[src/rtl/rv_fanout_ctrl.sv]
// Ready-valid eager-fork broadcast controller: one producer, up to NUM_OUT consumers.
// Tracks per-consumer delivery and applies fanout-mask changes only at token boundaries.
module rv_fanout_ctrl #(
    parameter int NUM_OUT = 7,
    parameter int CNT_W   = 16
) (
    input  logic               clk,
    input  logic               rst_n,
    input  logic               cfg_wr,
    input  logic [NUM_OUT-1:0] cfg_mask,
    input  logic               flush,
    input  logic               in_valid,
    output logic               in_ready,
    output logic [NUM_OUT-1:0] out_valid,
    input  logic [NUM_OUT-1:0] out_ready,
    output logic [NUM_OUT-1:0] act_mask,
    output logic               cfg_pending,
    output logic               busy,
    output logic [CNT_W-1:0]   token_count
);

    typedef enum logic [0:0] {
        ST_IDLE    = 1'b0,
        ST_PARTIAL = 1'b1
    } state_e;

    logic [NUM_OUT-1:0] act_mask_q, act_mask_d;
    logic [NUM_OUT-1:0] done_q, done_d;
    logic [NUM_OUT-1:0] shadow_mask_q, shadow_mask_d;
    logic               cfg_pending_q, cfg_pending_d;
    logic [CNT_W-1:0]   token_count_q, token_count_d;

    logic [NUM_OUT-1:0] accept_s;
    logic               retire_s;
    state_e             state_s;

    // Per-consumer handshakes and the upstream retire condition
    always_comb begin
        out_valid = {NUM_OUT{in_valid}} & act_mask_q & ~done_q;
        accept_s  = out_valid & out_ready;
        in_ready  = &(~act_mask_q | done_q | out_ready);
        retire_s  = in_valid & in_ready;
        if (done_q == {NUM_OUT{1'b0}}) begin
            state_s = ST_IDLE;
        end else begin
            state_s = ST_PARTIAL;
        end
    end

    // Next-state logic: flush beats retire beats delivery tracking
    always_comb begin
        act_mask_d    = act_mask_q;
        done_d        = done_q;
        shadow_mask_d = shadow_mask_q;
        cfg_pending_d = cfg_pending_q;
        token_count_d = token_count_q;

        if (flush) begin
            done_d = {NUM_OUT{1'b0}};
            if (cfg_wr) begin
                act_mask_d    = cfg_mask;
                cfg_pending_d = 1'b0;
            end else if (cfg_pending_q) begin
                act_mask_d    = shadow_mask_q;
                cfg_pending_d = 1'b0;
            end else begin
                act_mask_d    = act_mask_q;
            end
        end else if (retire_s) begin
            done_d        = {NUM_OUT{1'b0}};
            token_count_d = token_count_q + CNT_W'(1);
            cfg_pending_d = 1'b0;
            if (cfg_wr) begin
                act_mask_d = cfg_mask;
            end else if (cfg_pending_q) begin
                act_mask_d = shadow_mask_q;
            end else begin
                act_mask_d = act_mask_q;
            end
        end else begin
            done_d = done_q | accept_s;
            if (cfg_wr) begin
                // A write may only take effect immediately if no delivery has begun
                case (state_s)
                    ST_IDLE: begin
                        if (accept_s == {NUM_OUT{1'b0}}) begin
                            act_mask_d = cfg_mask;
                        end else begin
                            shadow_mask_d = cfg_mask;
                            cfg_pending_d = 1'b1;
                        end
                    end
                    ST_PARTIAL: begin
                        shadow_mask_d = cfg_mask;
                        cfg_pending_d = 1'b1;
                    end
                    default: begin
                        shadow_mask_d = cfg_mask;
                        cfg_pending_d = 1'b1;
                    end
                endcase
            end else begin
                shadow_mask_d = shadow_mask_q;
            end
        end
    end

    // State registers, cleared asynchronously
    always_ff @(posedge clk or negedge rst_n) begin
        if (!rst_n) begin
            act_mask_q    <= {NUM_OUT{1'b0}};
            done_q        <= {NUM_OUT{1'b0}};
            shadow_mask_q <= {NUM_OUT{1'b0}};
            cfg_pending_q <= 1'b0;
            token_count_q <= {CNT_W{1'b0}};
        end else begin
            act_mask_q    <= act_mask_d;
            done_q        <= done_d;
            shadow_mask_q <= shadow_mask_d;
            cfg_pending_q <= cfg_pending_d;
            token_count_q <= token_count_d;
        end
    end

    // Status outputs driven straight from registers
    always_comb begin
        act_mask    = act_mask_q;
        cfg_pending = cfg_pending_q;
        busy        = |done_q;
        token_count = token_count_q;
    end

endmodule

[config.mk]
export PLATFORM = sky130hd
export DESIGN_NAME = rv_fanout_ctrl
export DESIGN_NICKNAME = d
export VERILOG_FILES = /design/src/rtl/rv_fanout_ctrl.sv
export SDC_FILE = /design/constraint.sdc
export NUM_CORES = 1
export LEC_CHECK = 0
export BUFFER_PORTS_ARGS = -buffer_cell sky130_fd_sc_hd__clkbuf_2
export CORE_MARGIN = 5
export CORE_UTILIZATION = 56
export DETAILED_ROUTE_END_ITERATION = 12
export PLACE_DENSITY = 0.85
export SYNTH_ARGS = -nofsm -noshare
export SYNTH_HDL_FRONTEND = slang
export SYNTH_SLANG_ARGS = --single-unit
export TNS_END_PERCENT = 30
[constraint.sdc]
create_clock -name clk -period 6 [get_ports clk]
set_input_delay 0.9 -clock clk [delete_from_list [all_inputs] [get_ports clk]]
set_output_delay 0.9 -clock clk [all_outputs]
set_load 0.03 [all_outputs]
==> impl_metrics.toml <==
[cells_and_area]
syn_to_final_growth_pct = 18.8
n_antenna_cell = 0
fillers = 291
layout_common_cells = "51 x clkbuf_2, 38 x dfrtp_1, 18 x inv_1"
mostFrequentLayoutCell = "clkbuf_2"
drive_above_1_share = 0.305
final_nets = 245

[cts]
postCtsHoldBufs = 0
cts_htree_levels = 2
cts_resized = 0
cts_buffers = 5
clock_latency_ps = 350
cts.path.max_buffers = 2
root_buffer = "clkbuf_4"
clk_pin_slew_ps = 110
cts_sinks = 38
tritoncts = "yes"
post_cts_buffers = 0

[synth]
ys_seq_area_frac = 0.503
syn-num-nets = 190
synth-seq-cells = 38
yosysTopAreaCellShare = 0.503
synthArstFlopShare = 1.00
avgSynthCellArea_um2 = 11.1
yosys_warnings = 0
syn_inst = 170
synth_area_leader_cell = "dfrtp_1"
ys.flop_type = "dfrtp_1"
synth_area_leaders = "dfrtp_1 50%, xnor2_1 6.0%, nor3b_1 4.8%"
synth.distinct_cells = 40
synth-edff-count = 0
syn_area_mm2 = 0.00189

[critical_path]
crit_path_top_delay_cell = "or4_1"
crit_family = "simple AND/OR/NAND/NOR gates"
slowest_delay_ps = 620
crit_buf_inv = 2
worst_ep_required_time_ps = 5100
worstSetupStartpointType = "primary input"
worst_path_most_repeated_cell = "clkbuf_2"
crit_path_max_fanout = 4
arrival_ps = 2170
crit_chain = "clkbuf_2, nor3b_1, or4_1, nor4_1, clkbuf_2"
cp-end-kind = "primary output"
path_class = "primary input to primary output"

[sta]
fin_ws_ps = 2930
worst_pin_slew_ps = 922
slew_violations = 0
finalSetupViolCount = 0
period_needed_ps = 3070
finalSetupTns_ps = 0
relSlewSlack = 0.385
fin_skew_ps = 12.4
rsz0062_at_grt = "false"
max_freq_ghz = 0.326
finalCritPeriodShare = 0.512
hold_viol_final = 0

[global_route]
overflow = 0
antenna_found_initial = 0
grt_pass1_vias = 1444
grt_pass1_wl_um = 6700
grtUsageTotal = 0.195
grt_max_degree = 39

[floorplanning]
start_util = 0.571
die_y_um = 68.1
dieArea_mm2 = 0.00464
core_mm2 = 0.00331
boundaryPins = 52
rows = 21
die_x_um = 68.1

[pwr]
p_leak_nw = 1.12
p_per_area_mw_per_mm2 = 357
peakVddDrop_v = 0.000228
p_total_mw = 0.804

[run]
maxCapViolations = 0

[detailed_routing]
drt_first_pass_iters = 4
vias = 1526
drt_iter0_drc = 99
detail-route-antenna-nets = 0
drc = 0
post_drt_wl_per_cell_um = 15.5
routed_via_density = 5.61
routed_wirelength_um = 4200

[place]
gp_congestion = 0.816
hpwl_um = 3170
port_buffers = 51
place_ws_ps = 2940

[outcome]
status = "completed"

[min_path]
holdCritPathClass = "flop to flop"
-- per-layer routing --
layer,GRT usage,vias to the layer above,part of all wire
met5,0,-,0
met4,0.0620,0,0.0093
met3,0.0591,4,0.058
met2,0.308,47,0.49
met1,0.258,748,0.44
li1,-,727,-
-- per-stage QoR --
step                      std cells   util  area [um2]  hold slack (ps)
after floorplan                 170      -        1890              481
after global placement          264  0.660        2180              461
after detailed placement        264  0.660        2180              469
after CTS                       272  0.679        2250              485
after global routing            272  0.679        2250              511
final                           272  0.679        2250              477
-- power by group --
| group | leakage [nW] | internal [mW] | switching, mW |
|---|---|---|---|
| registers | 0.486 | 0.307 | 0.0468 |
| logic | 0.599 | 0.113 | 0.195 |
| clock network | 0.0343 | 0.0563 | 0.0857 |
-- final cells by class --
cell class              count  area, um2  area share
multi-input cells         111        853       0.380
clock buffers               6       51.3      0.0228
repair buffers             51        255       0.114
well taps                  46       57.6      0.0256
clock inverters             2       12.5     0.00556
inverters                  18       67.6      0.0301
flip-flops and latches     38        951       0.423
-- kinds of logic after synthesis --
kind of cell / count (synthesis) / synth area share
flip-flops: 38 / 0.503
buffers and inverters: 21 / 0.0463
adder cells (fa/ha/maj): 1 / 0.00661
XOR/XNOR: 15 / 0.0694
multiplexers: 9 / 0.0562
AO/OA/AOI/OAI: 26 / 0.113
AND/OR/NAND/NOR: 60 / 0.206
-- state kept, by name, summed over array words and instances (netlist names) --
signal,cells
done_q,7
token_count,16
cfg_pending,1
shadow_mask_q,7
act_mask,7
-- cell usage after synthesis, types with 2 or more instances --
cell type / count
o21a_1: 4
nand2b_1: 2
xnor2_1: 13
a222oi_1: 4
o2bb2a_1: 2
nor4_1: 4
nor3_1: 3
nor2_1: 7
and4b_1: 2
and3b_1: 2
nand3_1: 5
xor2_1: 2
and4_1: 2
inv_1: 18
nor3b_1: 12
mux2_4: 3
nand2_1: 10
dfrtp_1: 38
a21oi_1: 7
a2111o_1: 2
nand4_1: 4
mux2i_1: 5
o31a_1: 2
-- worst paths after layout --
| kind | to | cells past startpoint | from | slack (ps) |
|---|---|---|---|---|
| hold / removal | token_count[15] | 1 | token_count[15] | 480 |
| setup / recovery | in_ready | 5 | out_ready[1] | 2930 |
| setup reg to reg | shadow_mask_q[6] | 5 | done_q[5] | 3450 |
| hold reg to reg | token_count[15] | 1 | token_count[15] | 480 |
| min in group asynchronous | done_q[0] | 1 | rst_n | 660 |
| max in group asynchronous | token_count[12] | 1 | rst_n | 4760 |
Power figures use the tool's default switching activity.
